## config.mk

```make
export PLATFORM = sky130hd
export DESIGN_NAME = spi_target_regfile
export DESIGN_NICKNAME = d
export VERILOG_FILES = /design/src/rtl/spi_target_regfile.sv
export SDC_FILE = /design/constraint.sdc
export NUM_CORES = 1
export LEC_CHECK = 0
export CAP_MARGIN = 5
export CORE_MARGIN = 2
export CORE_UTILIZATION = 33
export DETAILED_ROUTE_END_ITERATION = 6
export PLACE_DENSITY = 0.48
export SLEW_MARGIN = 10
export SYNTH_ARGS = -nofsm -noshare
export SYNTH_HDL_FRONTEND = slang
export SYNTH_SLANG_ARGS = --single-unit
```

## constraint.sdc

```tcl
create_clock -name clk -period 5.2 [get_ports clk]
set_clock_uncertainty 0.15 [all_clocks]
set_input_delay 1.04 -clock clk [delete_from_list [all_inputs] [get_ports clk]]
set_output_delay 1.04 -clock clk [all_outputs]
set_load 0.01 [all_outputs]
```

## src/rtl/spi_target_regfile.sv

```systemverilog
// SPI mode-0 target with an 8 x 8-bit register file, oversampled on the system clock.
// Register 7 is read-only and returns ID_VALUE; the address auto-increments through bursts.
module spi_target_regfile #(
    parameter logic [7:0] ID_VALUE    = 8'hA5,
    parameter int         SYNC_STAGES = 2
) (
    input  logic       clk,
    input  logic       rst_n,
    input  logic       sck_i,
    input  logic       cs_n_i,
    input  logic       mosi_i,
    output logic       miso_o,
    output logic       miso_oe,
    output logic [7:0] reg0_o,
    output logic       wr_strobe_o,
    output logic [2:0] wr_addr_o,
    output logic       frame_done_o
);

    localparam logic [1:0] ST_IDLE = 2'd0;
    localparam logic [1:0] ST_CMD  = 2'd1;
    localparam logic [1:0] ST_DATA = 2'd2;

    logic [SYNC_STAGES-1:0] sck_sync_p0, cs_sync_p0, mosi_sync_p0;
    logic                   sck_p1, cs_p1, mosi_p1;
    logic                   sck_prev_p2, cs_prev_p2;
    logic                   armed;
    logic                   sck_rise, sck_fall, cs_fall, cs_rise;

    logic [1:0] state;
    logic [2:0] bit_cnt;
    logic [2:0] addr;
    logic       rw;
    logic       load_pend;
    logic       byte_seen;
    logic [6:0] shift_in;
    logic [7:0] shift_out;
    logic [7:0] byte_in;
    logic [7:0] rd_data;
    logic [7:0] regs [0:6];

    // Stage p0/p1: synchronizer chain; p1 is the last synchronized value
    always_ff @(posedge clk or negedge rst_n) begin
        if (!rst_n) begin
            sck_sync_p0  <= '0;
            cs_sync_p0   <= '0;
            mosi_sync_p0 <= '0;
            sck_prev_p2  <= 1'b0;
            cs_prev_p2   <= 1'b0;
            armed        <= 1'b0;
        end else begin
            sck_sync_p0  <= {sck_sync_p0[SYNC_STAGES-2:0], sck_i};
            cs_sync_p0   <= {cs_sync_p0[SYNC_STAGES-2:0], cs_n_i};
            mosi_sync_p0 <= {mosi_sync_p0[SYNC_STAGES-2:0], mosi_i};
            sck_prev_p2  <= sck_p1;
            cs_prev_p2   <= cs_p1;
            // A frame already running when reset released must see cs_n high before it counts
            if (cs_p1)
                armed <= 1'b1;
        end
    end

    assign sck_p1  = sck_sync_p0[SYNC_STAGES-1];
    assign cs_p1   = cs_sync_p0[SYNC_STAGES-1];
    assign mosi_p1 = mosi_sync_p0[SYNC_STAGES-1];

    // Stage p2: edge detection against the previous synchronized value
    assign sck_rise = sck_p1 & ~sck_prev_p2;
    assign sck_fall = ~sck_p1 & sck_prev_p2;
    assign cs_fall  = ~cs_p1 & cs_prev_p2 & armed;
    assign cs_rise  = cs_p1 & ~cs_prev_p2;

    assign byte_in = {shift_in, mosi_p1};

    always_comb begin
        rd_data = ID_VALUE;
        for (int i = 0; i < 7; i++)
            if (addr == 3'(i))
                rd_data = regs[i];
    end

    always_ff @(posedge clk or negedge rst_n) begin
        if (!rst_n) begin
            state        <= ST_IDLE;
            bit_cnt      <= 3'd0;
            addr         <= 3'd0;
            rw           <= 1'b0;
            load_pend    <= 1'b0;
            byte_seen    <= 1'b0;
            shift_in     <= 7'd0;
            shift_out    <= 8'd0;
            wr_strobe_o  <= 1'b0;
            wr_addr_o    <= 3'd0;
            frame_done_o <= 1'b0;
            for (int i = 0; i < 7; i++)
                regs[i] <= 8'd0;
        end else begin
            wr_strobe_o  <= 1'b0;
            frame_done_o <= 1'b0;
            if (cs_rise) begin
                frame_done_o <= (state != ST_IDLE) && byte_seen;
                state        <= ST_IDLE;
                load_pend    <= 1'b0;
                shift_out    <= 8'd0;
            end else if (cs_fall) begin
                state     <= ST_CMD;
                bit_cnt   <= 3'd0;
                byte_seen <= 1'b0;
                load_pend <= 1'b0;
                rw        <= 1'b0;
                shift_out <= 8'd0;
            end else if (state != ST_IDLE) begin
                if (sck_rise) begin
                    shift_in <= byte_in[6:0];
                    bit_cnt  <= bit_cnt + 3'd1;
                    if (bit_cnt == 3'd7) begin
                        byte_seen <= 1'b1;
                        if (state == ST_CMD) begin
                            rw        <= byte_in[7];
                            addr      <= byte_in[2:0];
                            load_pend <= byte_in[7];
                            state     <= ST_DATA;
                        end else begin
                            addr      <= addr + 3'd1;
                            load_pend <= rw;
                            if (!rw && addr != 3'd7) begin
                                for (int i = 0; i < 7; i++)
                                    if (addr == 3'(i))
                                        regs[i] <= byte_in;
                                wr_strobe_o <= 1'b1;
                                wr_addr_o   <= addr;
                            end
                        end
                    end
                end else if (sck_fall) begin
                    // The first falling edge after a byte boundary presents the next read byte
                    if (load_pend) begin
                        shift_out <= rd_data;
                        load_pend <= 1'b0;
                    end else begin
                        shift_out <= {shift_out[6:0], 1'b0};
                    end
                end
            end
        end
    end

    assign miso_o  = shift_out[7];
    assign miso_oe = ~cs_p1 & armed;
    assign reg0_o  = regs[0];

endmodule

```

* Word-level counts from Yosys, hierarchy flattened *
Index checks and enable logic that the tools add are counted.

word-level totals
  output and inout bits = 15
  logic and storage cells = 124
  input bits = 5
  register bits = 96

cells by class
  add/subtract/negate cells = 2
  eq/ne operators = 11
  reductions and logical operators = 29
  bitwise gates (word level) = 13
  muxes and demuxes = 45

operators by type and width
  cell                                                                   number
  8-bit 2-to-1 mux                                                       13
  8-bit AND reduction                                                    7
  1-bit 2-to-1 mux                                                       22
  3-bit nonzero test                                                     5
  3-bit equality test, second input constant                             4
  2-bit 2-to-1 mux                                                       6
  3-bit 2-to-1 mux                                                       4
  4-bit AND reduction                                                    3
  3-bit AND reduction                                                    3
  2-bit nonzero test                                                     4
  1-bit inverter                                                         7
  7-bit AND reduction                                                    1
  3-bit by 1-bit adder with 3-bit output, second input constant          2
  1-bit AND                                                              6
  3-bit by 2-bit equality test with 1-bit output, second input constant  2
  5-bit AND reduction                                                    1
  4-bit by 1-bit != test with 1-bit output, second input constant        1
  4-bit nonzero test                                                     1
  3-bit by 1-bit equality test with 1-bit output, second input constant  1
  3-bit logical NOT                                                      1
  3-bit by 1-bit != test with 1-bit output, second input constant        1
  3-bit != test, second input constant                                   1
  2-bit by 1-bit equality test with 1-bit output, second input constant  1
  1-bit logical AND                                                      2
  1-bit logical NOT                                                      1

* Longest topological paths before layout *
Gate-level depths: netlist of the first run.

  depth after elaboration = 14
  depth in mapped cells = 9
  depth with buffers taken out = 6

* Worst setup path before layout of the first run *
Ideal clock, no wire load.

  path type = flip-flop to flip-flop
  start = reg addr[2]
  end = reg shift_out[7]
  buffers on the path = 1
  path slack = 2.936 ns
  required time = 4.925 ns
  cell stages (with the launch flop) = 8
  setup time = 0.125 ns
  data arrival time = 1.990 ns
  cells stage by stage = dfrtp_1 clkbuf_1 clkinv_1 ha_1 nor2_1 o311a_1 o2111a_1 nor3_1

on the way
  word-level cells in the longest chain between the ends = 14
  elaborated cells on any way between the ends = 20

RTL lines
  item                            RTL line  text
  start, declared                 32        logic [2:0] addr;
  start signal, assigned          120       addr <= byte_in[2:0];
  start signal, assigned          124       addr <= addr + 3'd1;
  3-bit logical NOT               78        if (addr == 3'(i))
  8-bit 2-to-1 mux (6 in series)  78
  8-bit 2-to-1 mux *              78
  8-bit 2-to-1 mux *              137       if (load_pend) begin
  8-bit 2-to-1 mux *              135       end else if (sck_fall) begin
  8-bit 2-to-1 mux *              113       if (sck_rise) begin
  8-bit 2-to-1 mux *              112       end else if (state != ST_IDLE) begin
  8-bit 2-to-1 mux *              105       end else if (cs_fall) begin
  8-bit 2-to-1 mux *              100       if (cs_rise) begin
  end signal, assigned            138       shift_out <= rd_data;
  end signal, assigned            141       shift_out <= {shift_out[6:0], 1'b0};
  end, declared                   37        logic [7:0] shift_out;

Mark *: on every way between the ends. The rest lies on a longest branch, timed or not. The select of a mux whose other input is x is not followed.
A chain may end at the register's enable or synchronous reset.

* Worst setup path in the final report of the first run *
  start = reg addr[0]
  end = reg regs[14] (netlist name)

on the way
  word-level cells in the longest chain between the ends = 3
  elaborated cells on any way between the ends = 4

RTL lines
  item                                    RTL line  text
  3-bit != test                           126       if (!rw && addr != 3'd7) begin
  1-bit logical AND                       126
  8-bit AND reduction (no source line) *  -
  end signal, assigned by index           129       regs[i] <= byte_in;
  end, declared                           40        logic [7:0] regs [0:6];

Mark *: on every way between the ends. The rest lies on a longest branch, timed or not.

==> tab_implementation.tex, run 1 <==
\begin{tabular}{lr}
\hline
Metric & Value \\
\hline
\multicolumn{2}{l}{\textbf{Synthesis}} \\
\quad Multiplexer share of the synthesized area & between 10\% and 20\% \\
\quad Sequential fraction of the synthesis area & about half \\
\quad EDFF count, synth & 0 \\
\quad Adder-cell share of the synthesized area & 2.64\% \\
\quad Cell accounting for the most synthesized area & sky130\_fd\_sc\_hd\_\_dfrtp\_1 \\
\quad Area fraction in and, or, nand and nor cells after synthesis & a little over an eighth \\
\quad Post-Syn Nets & approximately 420 \\
\quad Netlist area before placement & 4740 um\^{}2 \\
\quad Number of warnings issued by yosys & 0 \\
\quad Number of register bits inferred by synthesis & 96 \\
\quad Dominant combinational cell family by area after synthesis & multiplexers \\
\quad Dominant synthesized flop cell & sky130\_fd\_sc\_hd\_\_dfrtp\_1 \\
\quad Area fraction in compound gates after synthesis & between 10\% and 20\% \\
\quad Number of different library cells in the post-synthesis netlist & 58 \\
\quad Avg Cell Area, Syn & around 12 um\^{}2 \\
\quad Area share of the leading cell type in the synthesized netlist & around half \\
\quad Share of async-settable or async-resettable flops after synthesis & between 90\% and 100\% \\
\quad XOR/XNOR Fraction of Synth Area & 0\% \\
\quad Synth Instances & between 400 and 500 \\
\quad Cell types occupying the most area after synthesis & sky130\_fd\_sc\_hd\_\_dfrtp\_1 51\%, sky130\_fd\_sc\_hd\_\_mux2\_2 14\%, sky130\_fd\_sc\_hd\_\_ha\_1 2.6\% \\
\multicolumn{2}{l}{\textbf{Outcome}} \\
\quad Run status & complete, no violations \\
\multicolumn{2}{l}{\textbf{Die}} \\
\quad Starting Density & between 30\% and 40\% \\
\quad Number of rows created at floorplan & 43 \\
\quad Core Region & 13,900 um\^{}2 \\
\quad Num ports & 20 \\
\quad Floorplan die area & around 15,000 um\^{}2 \\
\quad Height of the die & roughly 120 um \\
\quad Horizontal die dimension & approximately 120 um \\
\multicolumn{2}{l}{\textbf{STA}} \\
\quad Final number of max-transition violations & 0 \\
\quad Time the worst path needs with I/O delays and setup & between 2000 and 3000 ps \\
\quad Sum of negative setup slack & 0 ps \\
\quad Slew @ Worst Pin & $\sim$1100 ps \\
\quad Fin crit share & a little under three fifths \\
\quad Final-report setup violation count & 0 \\
\quad Worst slew slack as a fraction of its limit & between 20\% and 30\% \\
\quad Final Hold Vio Count & 0 \\
\quad Peak clock frequency supported by timing & about 0.34 GHz \\
\quad RSZ-0062 raised after global routing & no \\
\quad Worst Slack Setup Final & 2260 ps \\
\multicolumn{2}{l}{\textbf{Placement}} \\
\quad Final estimated routing congestion in global placement & $\sim$0.84 \\
\quad Place WS & roughly 2200 ps \\
\quad Detailed placement HPWL & between 7000 and 8000 um \\
\quad Port Buf Inserts & 19 \\
\quad Placed Instance Area & 4980 um\^{}2 \\
\multicolumn{2}{l}{\textbf{Pwr}} \\
\quad Switching power as a share of total power & about 25\% \\
\quad Ratio of total power to cell area & 303 nW/um\^{}2 \\
\quad Relative contribution of the clock network to total power & between 40\% and 50\% \\
\quad Power spent charging and discharging nets & 0.395 mW \\
\quad Share of power burned in combinational logic & 4.9\% \\
\quad Cell-internal power & roughly 1.2 mW \\
\quad Total design power & approximately 1.6 mW \\
\quad Worst vdd ir & between 100 and 150 uV \\
\quad Static power due to leakage & roughly 2.4 nW \\
\quad Reg power frac & between 50\% and 60\% \\
\multicolumn{2}{l}{\textbf{Clock network}} \\
\quad CTS buffer count & 9 \\
\quad Clock net sink count & 96 \\
\quad Clock-pin transition on the worst setup and hold timing paths & approximately 70 ps \\
\quad Post-CTS Hold Fix Bufs & 0 \\
\quad Clk buf depth & 2 \\
\quad Clock tree from TritonCTS & yes \\
\quad Clock latency of the later-clocked register in the worst-skew pair & 350 ps \\
\quad Number of gates resized after cts & 0 \\
\quad Buffer count from post-CTS setup fixing & 0 \\
\quad Number of levels in the clock H-tree & 3 \\
\quad Clk Tree Root Cell & sky130\_fd\_sc\_hd\_\_clkbuf\_16 \\
\multicolumn{2}{l}{\textbf{Worst hold path}} \\
\quad Min-Delay Path Class & reg2reg \\
\multicolumn{2}{l}{\textbf{Cells and area}} \\
\quad Net total in the final layout & around 420 \\
\quad Fillers & 1,390 \\
\quad Fraction of layout instances using a drive strength above 1 & between 20\% and 30\% \\
\quad Number of antenna cells inserted & 0 \\
\quad Final core utilization & 37.9\% \\
\quad Synth-to-layout area growth & 11.5\% \\
\quad Layout Cell Area excl Fill & approximately 5300 um\^{}2 \\
\multicolumn{2}{l}{\textbf{Global route}} \\
\quad Total track usage & between 10\% and 20\% \\
\quad Wire length of the first global-routing pass & 18,200 um \\
\quad Vias in the first global route & 3,250 \\
\quad Overflow left after global routing & 0 \\
\quad Initial antenna violation count & 0 \\
\quad Largest net degree at the start of global routing & 67 \\
\multicolumn{2}{l}{\textbf{Route}} \\
\quad Total DRC errors in the routed layout & 0 \\
\quad Total detailed-routing wirelength & 11,200 um \\
\quad Average vias per placed instance & 5.31 \\
\quad Iteration-0 DRC count of the detailed router & around 180 \\
\quad Wirelength per Cell & between 15 and 20 um \\
\quad Drt first pass iters & 4 \\
\quad Remaining antenna violation count & 0 \\
\quad Total via count in the routed design & between 3,000 and 4,000 \\
\multicolumn{2}{l}{\textbf{Setup path}} \\
\quad Setup CP Type & reg2reg \\
\quad Required @ worst endpoint & 5290 ps \\
\quad Endpoint class of the critical path & flip-flop \\
\quad Endpoint arrival time on the critical path & approximately 3000 ps \\
\quad Setup crit start kind & flip-flop \\
\quad Maximum fanout along the worst path & 11 \\
\multicolumn{2}{l}{\textbf{Job}} \\
\quad Number of maximum-capacitance constraint violations & 0 \\
\hline
\end{tabular}
cell families after synthesis:
logic type,after synthesis
AOI/OAI and AO/OA,83
adders and majority gates,10
buffers and inverters,46
DFF,96
muxes,70
and+or+nand+nor,102
final cells by class:
class,instances,area (um^2),area share (%)
clock buffers,13,260,4.93
clock inverters,2,38.8,0.735
multi-input cells,265,2100,39.8
repair buffers,20,195,3.70
inverters,15,56.3,1.07
well taps,180,225,4.27
flip-flops and latches,96,2400,45.5
stage by stage:
| step | cells | hold WS (ps) |
|---|---|---|
| final | 591 | 198 |
| after global routing | 591 | 208 |
| after CTS | 591 | 201 |
| after detailed placement | 576 | 193 |
| after global placement | 576 | 182 |
| after floorplan | 407 | 181 |
cells in the mapped netlist, types with 5 or more instances:
master	n
sky130_fd_sc_hd__mux2_4	8
sky130_fd_sc_hd__buf_4	8
sky130_fd_sc_hd__nor2b_1	9
sky130_fd_sc_hd__dfrtp_1	96
sky130_fd_sc_hd__mux2_2	59
sky130_fd_sc_hd__nor2_1	9
sky130_fd_sc_hd__ha_1	10
sky130_fd_sc_hd__nand2b_1	6
sky130_fd_sc_hd__o22ai_1	17
sky130_fd_sc_hd__nand3_1	5
sky130_fd_sc_hd__clkbuf_1	15
sky130_fd_sc_hd__a31oi_1	7
sky130_fd_sc_hd__nor3b_1	5
sky130_fd_sc_hd__inv_1	14
sky130_fd_sc_hd__a21oi_1	19
sky130_fd_sc_hd__nand2_1	32
sky130_fd_sc_hd__nor3_1	5
sky130_fd_sc_hd__a22o_1	5
sky130_fd_sc_hd__o21ai_0	14
final timing paths:
path	start	endpoint	slack, ps	depth (start not counted)
worst max-delay path	addr[0]	regs[14]	2260	6
worst min-delay path	mosi_sync_p0[0]	mosi_sync_p0[1]	200	0
worst max register to register	addr[0]	regs[14]	2260	6
worst min register to register	mosi_sync_p0[0]	mosi_sync_p0[1]	200	0
max in group asynchronous	rst_n	shift_in[5]	3300	2
min in group asynchronous	rst_n	cs_sync_p0[0]	640	1
worst max-delay path, stage by stage (launching register included):
cell                       delay (ps)
sky130_fd_sc_hd__dfrtp_1          420
sky130_fd_sc_hd__ha_1             250
sky130_fd_sc_hd__ha_1             180
sky130_fd_sc_hd__nand4b_1         210
sky130_fd_sc_hd__nor4_4           780
sky130_fd_sc_hd__and3_2           470
sky130_fd_sc_hd__mux2_2           360
registers in the layout, indices dropped and copies added (netlist names), 2 cells and up:
name          flops
cs_sync_p0        2
reg0_o            8
state             2
wr_addr_o         3
shift_out         8
addr              3
sck_sync_p0       2
bit_cnt           3
mosi_sync_p0      2
regs             48
shift_in          7
power groups by stage:
| stage | clock network (mW) | registers [mW] | logic, mW |
|---|---|---|---|
| detailed placement | 0 | 0.855 | 0.0796 |
| global route | 0.726 | 0.847 | 0.0885 |
| finish | 0.679 | 0.840 | 0.0779 |
| global placement | 0 | 0.855 | 0.0785 |
| CTS | 0.699 | 0.840 | 0.0802 |
| floorplan | 0 | 0.807 | 0.0625 |
routing by layer:
layer	vias up	GRT usage, %	wire, um
met4	0	5.47	178
met2	43	24.6	5200
li1	1462	-	-
met3	16	3.66	292
met1	1620	22.1	5520
met5	-	0	0
layout by cell type (no fill, tap or decap), types with 5 or more instances in the layout:
master                            instances
sky130_fd_sc_hd__a31oi_1                  7
sky130_fd_sc_hd__clkbuf_16                9
sky130_fd_sc_hd__o21ai_0                 14
sky130_fd_sc_hd__nor2_1                   9
sky130_fd_sc_hd__nand2_1                 32
sky130_fd_sc_hd__nor2b_1                  9
sky130_fd_sc_hd__dfrtp_1                 96
sky130_fd_sc_hd__nor3_1                   5
sky130_fd_sc_hd__o22ai_1                 17
sky130_fd_sc_hd__a22o_1                   5
sky130_fd_sc_hd__nor3b_1                  5
sky130_fd_sc_hd__mux2_2                  59
sky130_fd_sc_hd__nand2b_1                 6
sky130_fd_sc_hd__mux2_4                   8
sky130_fd_sc_hd__clkdlybuf4s50_1         18
sky130_fd_sc_hd__nand3_1                  5
sky130_fd_sc_hd__a21oi_1                 19
sky130_fd_sc_hd__inv_1                   14
sky130_fd_sc_hd__ha_1                    10
Power figures use the tool's default switching activity.
==> run 2, diff against run 1 <==
==> constraint.sdc (replaced) <==
create_clock -name clk -period 2.85 [get_ports clk]
set_clock_uncertainty 0.15 [all_clocks]
set_input_delay 0.57 -clock clk [delete_from_list [all_inputs] [get_ports clk]]
set_output_delay 0.57 -clock clk [all_outputs]
set_load 0.01 [all_outputs]
==> tab_implementation.tex, run 2 (synthesis gave the netlist of run 1 again) <==
\begin{tabular}{lr}
\hline
Metric & Value \\
\hline
\multicolumn{2}{l}{\textbf{Outcome}} \\
\quad Run status & complete, no violations \\
\multicolumn{2}{l}{\textbf{Setup path}} \\
\quad Crit path max-delay cell type & sky130\_fd\_sc\_hd\_\_dfrtp\_1 \\
\quad Maximum fanout along the worst path & 8 \\
\quad Start point of the critical path & addr[0] \\
\quad FF-to-FF Start & addr[0] \\
\quad Endpoint class of the critical path & flip-flop \\
\quad Setup CP Type & reg2reg \\
\quad CP delay by family, top & simple AND/OR/NAND/NOR gates \\
\quad Endpoint arrival time on the critical path & between 2000 and 2500 ps \\
\quad Most common cell on crit path & sky130\_fd\_sc\_hd\_\_ha\_1 \\
\quad Required @ worst endpoint & just under 3000 ps \\
\quad Count of buffering cells on the critical path with inverters included & 0 \\
\quad Max incr delay on CP & about 430 ps \\
\quad Setup crit start kind & flip-flop \\
\quad Sequence of cells on the critical path & ha\_1, ha\_1, nand4b\_1, nor4\_4, and3\_2, mux2\_2 \\
\multicolumn{2}{l}{\textbf{Cells and area}} \\
\quad Synth-to-layout area growth & 13.3\% \\
\quad Fraction of layout instances using a drive strength above 1 & a little over a quarter \\
\quad Highest-count cells in the layout ignoring fill and taps & 96 x sky130\_fd\_sc\_hd\_\_dfrtp\_1, 59 x sky130\_fd\_sc\_hd\_\_mux2\_2, 32 x sky130\_fd\_sc\_hd\_\_nand2\_1, 19 x sky130\_fd\_sc\_hd\_\_a21oi\_1, 18 x sky130\_fd\_sc\_hd\_\_clkdlybuf4s50\_1 \\
\quad Number of antenna cells inserted & 0 \\
\quad Register ranked first by flip-flop count & regs \\
\quad Final core utilization & $\sim$38\% \\
\quad Most common cell after layout, fill and taps aside & sky130\_fd\_sc\_hd\_\_dfrtp\_1 \\
\quad Net total in the final layout & between 400 and 500 \\
\quad Flip-flop count of the largest register, all copies and words added & between 40 and 50 \\
\quad Layout Cell Area excl Fill & around 5400 um\^{}2 \\
\quad Non-filler instance count after layout & 602 \\
\multicolumn{2}{l}{\textbf{Global route}} \\
\quad Total track usage & 15.8\% \\
\quad Largest net degree at the start of global routing & about 60 \\
\quad Wire length of the first global-routing pass & between 15,000 and 20,000 um \\
\quad Vias in the first global route & about 3,300 \\
\quad Initial antenna violation count & 0 \\
\quad Overflow left after global routing & 0 \\
\multicolumn{2}{l}{\textbf{Pwr}} \\
\quad Switching power as a share of total power & about a quarter \\
\quad Cell-internal power & 2.17 mW \\
\quad Reg power frac & 53.1\% \\
\quad Share of power burned in combinational logic & roughly 5.0\% \\
\quad Power spent charging and discharging nets & 0.716 mW \\
\quad Relative contribution of the clock network to total power & a little over two fifths \\
\quad Static power due to leakage & around 2.4 nW \\
\quad Worst vdd ir & $\sim$280 uV \\
\quad Ratio of total power to cell area & roughly 540 nW/um\^{}2 \\
\multicolumn{2}{l}{\textbf{Placement}} \\
\quad Placed cell count & between 500 and 600 \\
\quad Final estimated routing congestion in global placement & 0.822 \\
\quad Placed Instance Area & 5080 um\^{}2 \\
\quad Port Buf Inserts & 19 \\
\quad Detailed placement HPWL & between 7000 and 8000 um \\
\multicolumn{2}{l}{\textbf{STA}} \\
\quad Fin crit share & 84.7\% \\
\quad Worst slew slack as a fraction of its limit & 58.0\% \\
\quad Sum of negative setup slack & 0 ps \\
\quad Time the worst path needs with I/O delays and setup & 2410 ps \\
\quad Final Hold Vio Count & 0 \\
\quad RSZ-0062 raised after global routing & no \\
\quad Peak clock frequency supported by timing & slightly above 0.4 GHz \\
\quad Final-report setup violation count & 0 \\
\quad Final number of max-transition violations & 0 \\
\quad Slew @ Worst Pin & approximately 630 ps \\
\multicolumn{2}{l}{\textbf{Route}} \\
\quad Total DRC errors in the routed layout & 0 \\
\quad Average vias per placed instance & around 5.2 \\
\quad Total via count in the routed design & roughly 3,100 \\
\quad Remaining antenna violation count & 0 \\
\quad Total detailed-routing wirelength & 10,900 um \\
\quad Wirelength per Cell & 18.2 um \\
\quad Iteration-0 DRC count of the detailed router & 173 \\
\quad Drt first pass iters & 4 \\
\multicolumn{2}{l}{\textbf{Clock network}} \\
\quad Clk Tree Root Cell & sky130\_fd\_sc\_hd\_\_clkbuf\_16 \\
\quad Clock net sink count & between 90 and 100 \\
\quad Number of levels in the clock H-tree & 3 \\
\quad Buffer count from post-CTS setup fixing & 0 \\
\quad Clk buf depth & 2 \\
\quad CTS buffer count & 9 \\
\quad Number of gates resized after cts & 0 \\
\quad Clock tree from TritonCTS & yes \\
\quad Clock latency of the later-clocked register in the worst-skew pair & about 350 ps \\
\quad Post-CTS Hold Fix Bufs & 0 \\
\quad Clock-pin transition on the worst setup and hold timing paths & approximately 70 ps \\
\multicolumn{2}{l}{\textbf{Die}} \\
\quad Height of the die & 124 um \\
\quad Starting Density & around 34\% \\
\quad Num ports & 20 \\
\quad Number of rows created at floorplan & 43 \\
\quad Floorplan die area & between 15,000 and 20,000 um\^{}2 \\
\quad Horizontal die dimension & 124 um \\
\quad Core Region & approximately 14,000 um\^{}2 \\
\multicolumn{2}{l}{\textbf{Worst hold path}} \\
\quad Min-Delay Path Class & in2async \\
\multicolumn{2}{l}{\textbf{Job}} \\
\quad Number of maximum-capacitance constraint violations & 0 \\
\hline
\end{tabular}
[run 2: changes by cell type in the layout (fill, tap and decap cells not counted), sizes merged]
cell | before | now
clkbuf | 13 | 11
buf | 2 | 13
clkinv | 2 | 4
[run 2: metrics by stage]
step	power (mW)	hold WS, ps	setup slack, ps
final	2.88	26.3	437
after CTS	2.92	39.6	421
after global routing	3.00	63.9	255
after global placement	1.71	186	464
after floorplan	1.59	124	586
after detailed placement	1.71	186	443
[run 2: per-layer routing]
| layer | routed length, um | vias to the layer above | track usage, % |
|---|---|---|---|
| li1 | - | 1487 | - |
| met1 | 5370 | 1567 | 22.0 |
| met2 | 5090 | 40 | 24.3 |
| met3 | 282 | 16 | 3.07 |
| met4 | 186 | 0 | 6.25 |
| met5 | 0 | - | 0 |
[run 2: area by class of cell]
| class | instances | area [um^2] |
|---|---|---|
| Clock buffer | 11 | 243 |
| Clock inverter | 4 | 45.0 |
| Fill cell | 1370 | 8570 |
| Inverter | 15 | 56.3 |
| Multi-Input combinational cell | 265 | 2100 |
| Sequential cell | 96 | 2400 |
| Tap cell | 180 | 225 |
| Timing Repair Buffer | 31 | 290 |
[run 2: final timing paths]
check | cells past startpoint | slack (ps) | endpoint
worst max-delay path | 6 | 440 | regs[12]
worst min-delay path | 1 | 30 | cs_sync_p0[1]
worst max register to register | 6 | 440 | regs[12]
worst min register to register | 0 | 200 | cs_sync_p0[1]
max in group asynchronous | 2 | 1820 | reg0_o[3]
min in group clk | 0 | 200 | cs_sync_p0[1]
[run 2: worst register-to-register path, cell delays in order (launching register included)]
cell	delay [ps]
sky130_fd_sc_hd__dfrtp_1	430
sky130_fd_sc_hd__ha_1	240
sky130_fd_sc_hd__ha_1	180
sky130_fd_sc_hd__nand4b_1	210
sky130_fd_sc_hd__nor4_4	340
sky130_fd_sc_hd__and3_2	390
sky130_fd_sc_hd__mux2_2	370
[run 2: power by group through the flow]
stage / sequential, mW / clock (mW) / combinational [mW]
2_1_floorplan: 1.47 / 0 / 0.114
4_1_cts: 1.54 / 1.23 / 0.149
6_report: 1.53 / 1.21 / 0.144
5_1_grt: 1.55 / 1.29 / 0.164
3_3_place_gp: 1.57 / 0 / 0.145
3_5_place_dp: 1.56 / 0 / 0.147
==> run 3, diff against run 2 <==
--- a/config.mk
+++ b/config.mk
@@ -9,7 +9,7 @@
 export CORE_MARGIN = 2
 export CORE_UTILIZATION = 33
 export DETAILED_ROUTE_END_ITERATION = 6
-export PLACE_DENSITY = 0.48
+export PLACE_DENSITY = 0.49
 export SLEW_MARGIN = 10
 export SYNTH_ARGS = -nofsm -noshare
 export SYNTH_HDL_FRONTEND = slang
==> constraint.sdc (replaced) <==
create_clock -name clk -period 1.9 [get_ports clk]
set_clock_uncertainty 0.15 [all_clocks]
set_input_delay 0.38 -clock clk [delete_from_list [all_inputs] [get_ports clk]]
set_output_delay 0.38 -clock clk [all_outputs]
set_load 0.01 [all_outputs]
==> tab_implementation.tex, run 3 (synthesis gave the netlist of run 1 again) <==
\begin{tabular}{lr}
\hline
Metric & Value \\
\hline
\multicolumn{2}{l}{\textbf{Pwr}} \\
\quad Switching power as a share of total power & a little over a quarter \\
\quad Share of power burned in combinational logic & about 7.0\% \\
\quad Relative contribution of the clock network to total power & around two fifths \\
\quad Cell-internal power & 3.16 mW \\
\quad Ratio of total power to cell area & 701 nW/um\^{}2 \\
\quad Reg power frac & a little over half \\
\quad Static power due to leakage & 2.79 nW \\
\quad Power spent charging and discharging nets & about 1.2 mW \\
\quad Worst vdd ir & 433 uV \\
\multicolumn{2}{l}{\textbf{Setup path}} \\
\quad Endpoint arrival time on the critical path & 2290 ps \\
\quad Setup crit start kind & flip-flop \\
\quad Maximum fanout along the worst path & 8 \\
\quad Setup CP Type & reg2reg \\
\quad Required @ worst endpoint & between 1500 and 2000 ps \\
\quad Endpoint class of the critical path & flip-flop \\
\multicolumn{2}{l}{\textbf{Cells and area}} \\
\quad Highest-count cells in the layout ignoring fill and taps & 96 x sky130\_fd\_sc\_hd\_\_dfrtp\_1, 56 x sky130\_fd\_sc\_hd\_\_mux2\_2, 48 x sky130\_fd\_sc\_hd\_\_buf\_4, 31 x sky130\_fd\_sc\_hd\_\_nand2\_1, 21 x sky130\_fd\_sc\_hd\_\_buf\_6 \\
\quad Most common cell after layout, fill and taps aside & sky130\_fd\_sc\_hd\_\_dfrtp\_1 \\
\quad Fraction of layout instances using a drive strength above 1 & around 45\% \\
\quad Number of antenna cells inserted & 0 \\
\quad Net total in the final layout & roughly 490 \\
\quad Register ranked first by flip-flop count & regs \\
\quad Synth-to-layout area growth & 30.7\% \\
\quad Non-filler instance count after layout & 662 \\
\quad Flip-flop count of the largest register, all copies and words added & 48 \\
\multicolumn{2}{l}{\textbf{Job}} \\
\quad Number of maximum-capacitance constraint violations & 0 \\
\multicolumn{2}{l}{\textbf{STA}} \\
\quad RSZ-0062 raised after global routing & yes \\
\quad Sum of negative setup slack & -16,540 ps \\
\quad Fin crit share & 116\% \\
\quad Peak clock frequency supported by timing & 0.452 GHz \\
\quad Final number of max-transition violations & 0 \\
\quad Slew @ Worst Pin & a little under 600 ps \\
\quad Final-report setup violation count & 67 \\
\quad Worst Slack Setup Final & -313 ps \\
\quad Time the worst path needs with I/O delays and setup & 2210 ps \\
\quad Final Hold Vio Count & 0 \\
\quad Worst slew slack as a fraction of its limit & between 60 and 70\% \\
\multicolumn{2}{l}{\textbf{Clock network}} \\
\quad Clk buf depth & 2 \\
\quad Clk Tree Root Cell & sky130\_fd\_sc\_hd\_\_clkbuf\_16 \\
\quad Number of levels in the clock H-tree & 3 \\
\quad Clock latency of the later-clocked register in the worst-skew pair & 350 ps \\
\quad Clock-pin transition on the worst setup and hold timing paths & 70 ps \\
\quad Clock net sink count & 96 \\
\quad CTS buffer count & 9 \\
\quad Clock tree from TritonCTS & yes \\
\multicolumn{2}{l}{\textbf{Route}} \\
\quad Total detailed-routing wirelength & 12,600 um \\
\quad Average vias per placed instance & between 5 and 6 \\
\quad Total DRC errors in the routed layout & 0 \\
\quad Iteration-0 DRC count of the detailed router & around 230 \\
\quad Remaining antenna violation count & 0 \\
\quad Wirelength per Cell & between 15 and 20 um \\
\quad Drt first pass iters & 6 \\
\quad Total via count in the routed design & 3,403 \\
\multicolumn{2}{l}{\textbf{Worst hold path}} \\
\quad Min-Delay Path Class & reg2reg \\
\multicolumn{2}{l}{\textbf{Die}} \\
\quad Num ports & 20 \\
\quad Floorplan die area & between 15,000 and 20,000 um\^{}2 \\
\quad Core Region & between 10,000 and 15,000 um\^{}2 \\
\quad Number of rows created at floorplan & between 40 and 50 \\
\quad Starting Density & approximately 34\% \\
\quad Height of the die & roughly 120 um \\
\quad Horizontal die dimension & roughly 120 um \\
\multicolumn{2}{l}{\textbf{Global route}} \\
\quad Initial antenna violation count & 0 \\
\quad Vias in the first global route & about 3,600 \\
\quad Largest net degree at the start of global routing & 38 \\
\quad Overflow left after global routing & 0 \\
\quad Total track usage & around 18\% \\
\quad Wire length of the first global-routing pass & 20,100 um \\
\multicolumn{2}{l}{\textbf{Placement}} \\
\quad Port Buf Inserts & 19 \\
\quad Placed cell count & about 640 \\
\quad Final estimated routing congestion in global placement & approximately 0.84 \\
\quad Place WS & -332 ps \\
\quad Detailed placement HPWL & $\sim$8600 um \\
\multicolumn{2}{l}{\textbf{Outcome}} \\
\quad Run status & finished with violations \\
\quad Violations in the final reports & negative setup slack \\
\hline
\end{tabular}
==> run 3: cell types whose count changed in the layout (fill, tap and decap cells not counted), sizes merged <==
| cell | previous run | this run |
|---|---|---|
| clkbuf | 11 | 10 |
| bufinv | 1 | 0 |
| buf | 13 | 71 |
| clkinvlp | 0 | 2 |
| clkdlybuf4s15 | 0 | 1 |
| inv | 14 | 15 |
| clkdlybuf4s50 | 18 | 17 |
| dlygate4sd3 | 0 | 1 |
==> run 3: power by group through the flow <==
| stage | registers [mW] | logic [mW] | clock network (mW) |
|---|---|---|---|
| 5_1_grt | 2.32 | 0.336 | 1.85 |
| 6_report | 2.30 | 0.303 | 1.73 |
| 2_1_floorplan | 2.21 | 0.172 | 0 |
| 3_3_place_gp | 2.34 | 0.277 | 0 |
| 4_1_cts | 2.30 | 0.296 | 1.77 |
| 3_5_place_dp | 2.34 | 0.282 | 0 |
==> run 3: through the flow <==
step           total power [mW]  utilization, %  hold WS, ps  area [um^2]
4_1_cts                    4.37            43.3          199         6040
3_5_place_dp               2.62            39.1          186         5450
6_report                   4.34            44.4          195         6190
3_3_place_gp               2.62            39.1          183         5450
2_1_floorplan              2.38               -        -65.6         4750
5_1_grt                    4.51            44.4          211         6190
==> run 3: final timing paths <==
| kind | from | to | slack, ps | depth (start not counted) |
|---|---|---|---|---|
| max reg2reg | addr[0] | regs[12] | -310 | 7 |
| max | addr[0] | regs[12] | -310 | 7 |
| max in group asynchronous | rst_n | regs[37] | 640 | 3 |
| min | sck_sync_p0[0] | sck_sync_p0[1] | 200 | 0 |
| min in group asynchronous | rst_n | shift_in[3] | 360 | 2 |
| min reg2reg | sck_sync_p0[0] | sck_sync_p0[1] | 200 | 0 |
==> run 3: what timing repair did <==
item,CTS,global route
endpoints found under the hold margin,27,0
buffers inserted,8,4
setup endpoints to repair,79,79
cloned,1,0
hold buffers,1,0
pin swaps,16,18
resized for setup,54,41
==> run 3: per-layer routing <==
layer	GRT usage, %	vias up	routed length [um]
li1	-	1604	-
met4	6.68	0	229
met3	2.70	15	375
met2	27.4	76	5920
met1	25.0	1708	6100
met5	0	-	0
==> run 3: cell type report <==
type                            instances  area, um^2
Timing Repair Buffer                   90         827
Inverter                               15        62.6
Multi-Input combinational cell        265        2400
Clock buffer                           10         229
Fill cell                            1297        7750
Tap cell                              180         225
Sequential cell                        96        2400
Clock inverter                          6        45.0
==> run 3: worst max-delay path: stages (launching register included) <==
cell and delay [ps]:
sky130_fd_sc_hd__dfrtp_1 410, sky130_fd_sc_hd__ha_2 220, sky130_fd_sc_hd__ha_4 150, sky130_fd_sc_hd__nand4b_1 210
sky130_fd_sc_hd__nor4_4 160, sky130_fd_sc_hd__buf_4 180, sky130_fd_sc_hd__and3_4 270, sky130_fd_sc_hd__mux2_2 350
==> edit 1 (config.mk and constraints of run 1) <==
Change the parameter `SYNC_STAGES` from 2 to 4.
--- a/src/rtl/spi_target_regfile.sv
+++ b/src/rtl/spi_target_regfile.sv
@@ -3,5 +3,5 @@
 module spi_target_regfile #(
     parameter logic [7:0] ID_VALUE    = 8'hA5,
-    parameter int         SYNC_STAGES = 2
+    parameter int         SYNC_STAGES = 4
 ) (
     input  logic       clk,
Check against the original RTL: not equivalent (Yosys sat finds a counterexample within 4 cycles, from zero or initial values and one cycle with rst_n low).
==> edit 1 against run 1 <==
Routed wire length shrank 3.7%. Design area grew 0.62%. Worst setup slack lost 0.52 ns. Largest power group unchanged. Area after synthesis grew 0.11%. Synthesized cell count grew 1.2%. Global-route usage shrank 0.29 points. Total power grew 2.4%. Sequential cell count grew 6.
==> edit 1: results (changes against run 1) <==
- Avg WL per Cell: 18.0 um (-4.7%)
- Clock Tree Root: clkbuf_16
- Pin slew with the least headroom to its limit: 1.20 ns (+0.100 ns)
- Post-Syn Nets: 427 (+1.2%)
- Number of library cell types mapped by synthesis: 43 (-26%)
- Leakage power total: 2.41 nW (+2.4%)
- Share of post-route cells with drive strength above 1: 0.223 (-0.0203)
- Register area share after synthesis: 0.538 (+0.0311)
- Top cells by area, synth: dfrtp_1 54%, mux2_2 16%, ha_1 2.6%, nand2_1 2.5%, o21ai_0 2.3%
- Maximum number of pins on one net before global-route repair: 71 (+6.0%)
- Detailed router's first-iteration violation count: 295 (+66%)
- Initial antenna violation count: 0 (unchanged)
- Placer congestion estimate: 0.810 (-4.1%)
- Peak supply drop: 172 uV (+20%)
- Post-synth top cells: 102 x dfrtp_1, 66 x mux2_2, 32 x nand2_1, 22 x o21ai_0, 21 x clkbuf_1
- Final HPWL DP: 7040 um (-5.1%)
- Crit-path leading delay family: flip-flops
- Final slew viol count: 0 (unchanged)
- Largest stage delay on the critical path: 1.03 ns (+0.25 ns)
- Instance count of the mapped netlist: 412 (+1.2%)
- Run status: complete, no violations
- Number of fill cells: 1369 (-1.5%)
- Data arrival time of the critical path: 3.55 ns (+0.52 ns)
- Placed Cells incl. Taps: 581 (+0.87%)
- Routed via count: 3085 (-1.8%)
- All-Layer GR Usage: 0.157 (-0.00290)
- Global-route wire length before repair: 17600 um (-3.1%)
- Largest fanout on the critical path: 34 (+23)
- Highest-delay cell along the critical path: dfrtp_1
- DRT Pass-1 Iters: 4 (unchanged)
- Worst-skew pair later-pin latency: 0.36 ns
[edit 1: final timing paths]
kind,start,endpoint,slack (ns),cells past startpoint
max in group asynchronous,rst_n,regs[24]$_DFFE_PN0P_,3.27,2
hold reg to reg,sck_sync_p0[1]$_DFF_PN0_,sck_sync_p0[2]$_DFF_PN0_,0.20,0
setup reg to reg,addr[2]$_DFFE_PN0P_,shift_out[7]$_DFFE_PN0P_,1.73,7
min in group asynchronous,rst_n,frame_done_o$_DFF_PN0_,0.67,1
hold / removal,sck_sync_p0[1]$_DFF_PN0_,sck_sync_p0[2]$_DFF_PN0_,0.20,0
setup / recovery,addr[2]$_DFFE_PN0P_,shift_out[7]$_DFFE_PN0P_,1.73,7
[edit 1: power breakdown]
| part | total [mW] | switching, mW | internal, mW |
|---|---|---|---|
| clock network | 0.677 | 0.302 | 0.374 |
| registers | 0.892 | 0.0739 | 0.818 |
| logic | 0.0671 | 0.0375 | 0.0296 |
[edit 1: metal layers]
metal / GRT usage / wire length [um]
met5: 0 / 0
met4: 0.0455 / 112
met3: 0.0504 / 271
met2: 0.232 / 5050
met1: 0.219 / 5350
[edit 1: worst register-to-register path: stages (launching register included)]
cell and delay (ns):
dfrtp_1 1.03, clkinv_1 0.54, ha_1 0.54, nor2_1 0.24
o311ai_0 0.20, o2111a_1 0.23, a211oi_1 0.29, o21ai_0 0.13
[edit 1: logic make-up (layout without fill, tap and decap cells)]
| kind of cell | after synthesis | after routing | synth area share |
|---|---|---|---|
| DFF | 102 | 102 | 0.538 |
| muxes | 69 | 69 | 0.163 |
| and+or+nand+nor | 109 | 109 | 0.124 |
| adders and majority gates | 10 | 10 | 0.0264 |
| AOI/OAI and AO/OA | 79 | 79 | 0.107 |
| buffers and inverters | 43 | 48 | 0.0409 |
[edit 1: final cells by class]
cell class                 count  area [um^2]  area share
clock inverter                 5         60.1      0.0113
sequential                   102         2550       0.480
clock buffer                  11          233      0.0438
inverter                      10         37.5     0.00707
multi-input combinational    267         1990       0.375
timing repair buffer          22          210      0.0396
tap                          180          225      0.0424
[edit 1: through the flow]
stage / worst slack (ns) / area (um^2) / util
after floorplan: 2.89 / 4740 / -
after detailed placement: 1.79 / 5020 / 0.360
after global routing: 1.34 / 5310 / 0.381
after global placement: 1.90 / 5020 / 0.360
after CTS: 1.80 / 5310 / 0.381
final: 1.73 / 5310 / 0.381
==> edit 2 (config.mk and constraints of run 1) <==
Made on the original files. Reset style: synchronous (`rst_n`), changed in 2 clocked blocks.
--- a/src/rtl/spi_target_regfile.sv
+++ b/src/rtl/spi_target_regfile.sv
@@ -41,5 +41,5 @@
 
     // Stage p0/p1: synchronizer chain; p1 is the last synchronized value
-    always_ff @(posedge clk or negedge rst_n) begin
+    always_ff @(posedge clk) begin
         if (!rst_n) begin
             sck_sync_p0  <= '0;
@@ -80,5 +80,5 @@
     end
 
-    always_ff @(posedge clk or negedge rst_n) begin
+    always_ff @(posedge clk) begin
         if (!rst_n) begin
             state        <= ST_IDLE;
Behaviour: differs if rst_n is asserted again (counterexample within 4 cycles, from zero or initial values and one cycle with rst_n low); with rst_n held inactive, the same outputs for 10 cycles.
==> edit 2 against run 1 <==
Sequential cell count unchanged. Critical path type unchanged. Count of clock-buffer cells in the layout decreased by 2. Non-clock buffer count increased by 3. Design area decreased by 5.2%. Largest power group unchanged. Area after synthesis decreased by 5.4%. Core utilization decreased by 0.089 points. Highest routed layer unchanged. Worst setup slack improved by 0.042 ns. Critical path depth increased by 2. Final cell count increased by 4.4%. Sequential power decreased by 1%. Total power decreased by 8.4%. Routed wire length decreased by 9.3%.
==> edit 2: results (changes against run 1) <==
- Multiplexer share of the synthesized area: 0.0402 (-0.132)
- Clock Tree Buf Depth: 2 (unchanged)
- All-Layer GR Usage: 0.152 (-0.00776)
- Crit-path leading delay family: simple AND/OR/NAND/NOR gates
- Pin slew with the least headroom to its limit: 0.939 ns (-0.156 ns)
- Adder-Cell Fraction of Synth Area: 0.0223 (-0.00409)
- M1 WL: 5000 um (-9.4%)
- Worst-case setup slack after placement: 2.05 ns (-0.165 ns)
- Final HPWL DP: 6950 um (-6.1%)
- Compound-cell area share of the yosys netlist: 0.126 (+0.0126)
- Number of library cell types mapped by synthesis: 44 (-24%)
- Global-route wire length before repair: 16500 um (-9.2%)
- Timing startpoint of the critical path: bit_cnt[0]$_SDFFE_PN0P_
- Share of post-route cells with drive strength above 1: 0.0680 (-0.175)
- End point of the worst hold path: cs_sync_p0[1]$_SDFF_PN0_
- Largest stage delay on the critical path: 0.37 ns (-0.41 ns)
- Via count normalized by instance count: 4.91 (-7.7%)
- Path category of the worst min-delay check: flip-flop to flip-flop
- Hold Path Origin: cs_sync_p0[0]$_SDFF_PN0_
- Data arrival time of the critical path: 2.76 ns (-0.27 ns)
- Maximum number of pins on one net before global-route repair: 46 (-31%)
- Count of flip-flops with a built-in enable after synthesis: 56 (+56)
- Register area share after synthesis: 0.554 (+0.0466)
- Instance area after placement: 0.00475 mm^2 (-4.6%)
- Net Sw Power: 0.306 mW (-22%)
- Most used flip-flop cell after synthesis: edfxtp_1
- Number of antenna diodes: 0 (unchanged)
- Via count of the first global-routing pass: 3008 (-7.4%)
- Number of fill cells: 1340 (-3.6%)
- Avg WL per Cell: 16.5 um (-13%)
- Peak supply drop: 145 uV (+0.59%)
- Number of instances on the worst hold path: 1 (+1)
- Final Routed Wirelength: 10200 um (-9.3%)
- Fin Hold WS: 0.284 ns (+0.0859 ns)
- Run status: complete, no violations
- Nets: 449 (+6.4%)
- Placed Cells incl. Taps: 601 (+4.3%)
- Post-synth top cells: 70 x nor2_1, 56 x edfxtp_1, 46 x nand2_1, 40 x dfxtp_1, 23 x a21oi_1
- Reg2reg path depth: 8 (+2)
- Top flop regs: regs (56), shift_out (8), shift_in (7)
- Setup ws final: 2.30 ns (+0.0420 ns)
- Detailed router's first-iteration violation count: 192 (+7.9%)
- Top cells by area, synth: edfxtp_1 38%, dfxtp_1 18%, nor2_1 5.9%, mux2i_1 4.0%, nand2_1 3.9%
- Highest-delay cell along the critical path: dfxtp_1
- Leakage power total: 1.69 nW (-28%)
- Critical path class: flip-flop to flip-flop
- Mean instance size in the synthesized netlist: 10.3 um^2 (-11%)
- R2r endpoint: regs[0][3]$_SDFFCE_PN0P_
- Dominant combinational cell family by area after synthesis: simple AND/OR/NAND/NOR gates
- DRT Pass-1 Iters: 5 (+1)
- Placer congestion estimate: 0.774 (-8.3%)
- Share of synthesized flip-flops with an asynchronous set or reset: 0 (-1.00)
- Clock slew at reported path FFs: 0.06 ns
- Amount of wire on met3 after detailed routing: 275 um (-5.8%)
- Sum of met2 wire segment lengths after detailed routing: 4690 um (-10%)
==> edit 2: kinds of logic (layout without fill, tap and decap cells) <==
logic type      Yosys count  in the layout
mux                      18             18
compound gates           86             86
flops                    96             96
fa+ha+maj                 8              8
simple gates            181            181
buf+inv                  45             52
==> edit 2: routing by layer <==
metal,vias up,track usage
met5,-,0
met4,0,0.0756
met3,13,0.0292
met2,38,0.237
met1,1467,0.202
li1,1510,-
==> edit 2: area by class of cell <==
class,instances,area [um^2],area share
flip-flops and latches,96,2480,0.496
clock inverters,5,23.8,0.00475
clock buffers,11,233,0.0465
well taps,176,220,0.0440
multi-input cells,293,1780,0.355
inverters,13,48.8,0.00975
repair buffers,23,220,0.0440
==> edit 2: power by group through the flow <==
stage                     registers (mW)  clock network [mW]  logic [mW]
after floorplan                    0.844                   0      0.0294
after global placement             0.849                   0      0.0416
after detailed placement           0.849                   0      0.0418
after CTS                          0.832               0.606      0.0418
after global routing               0.834               0.635      0.0456
final                              0.832               0.590      0.0414
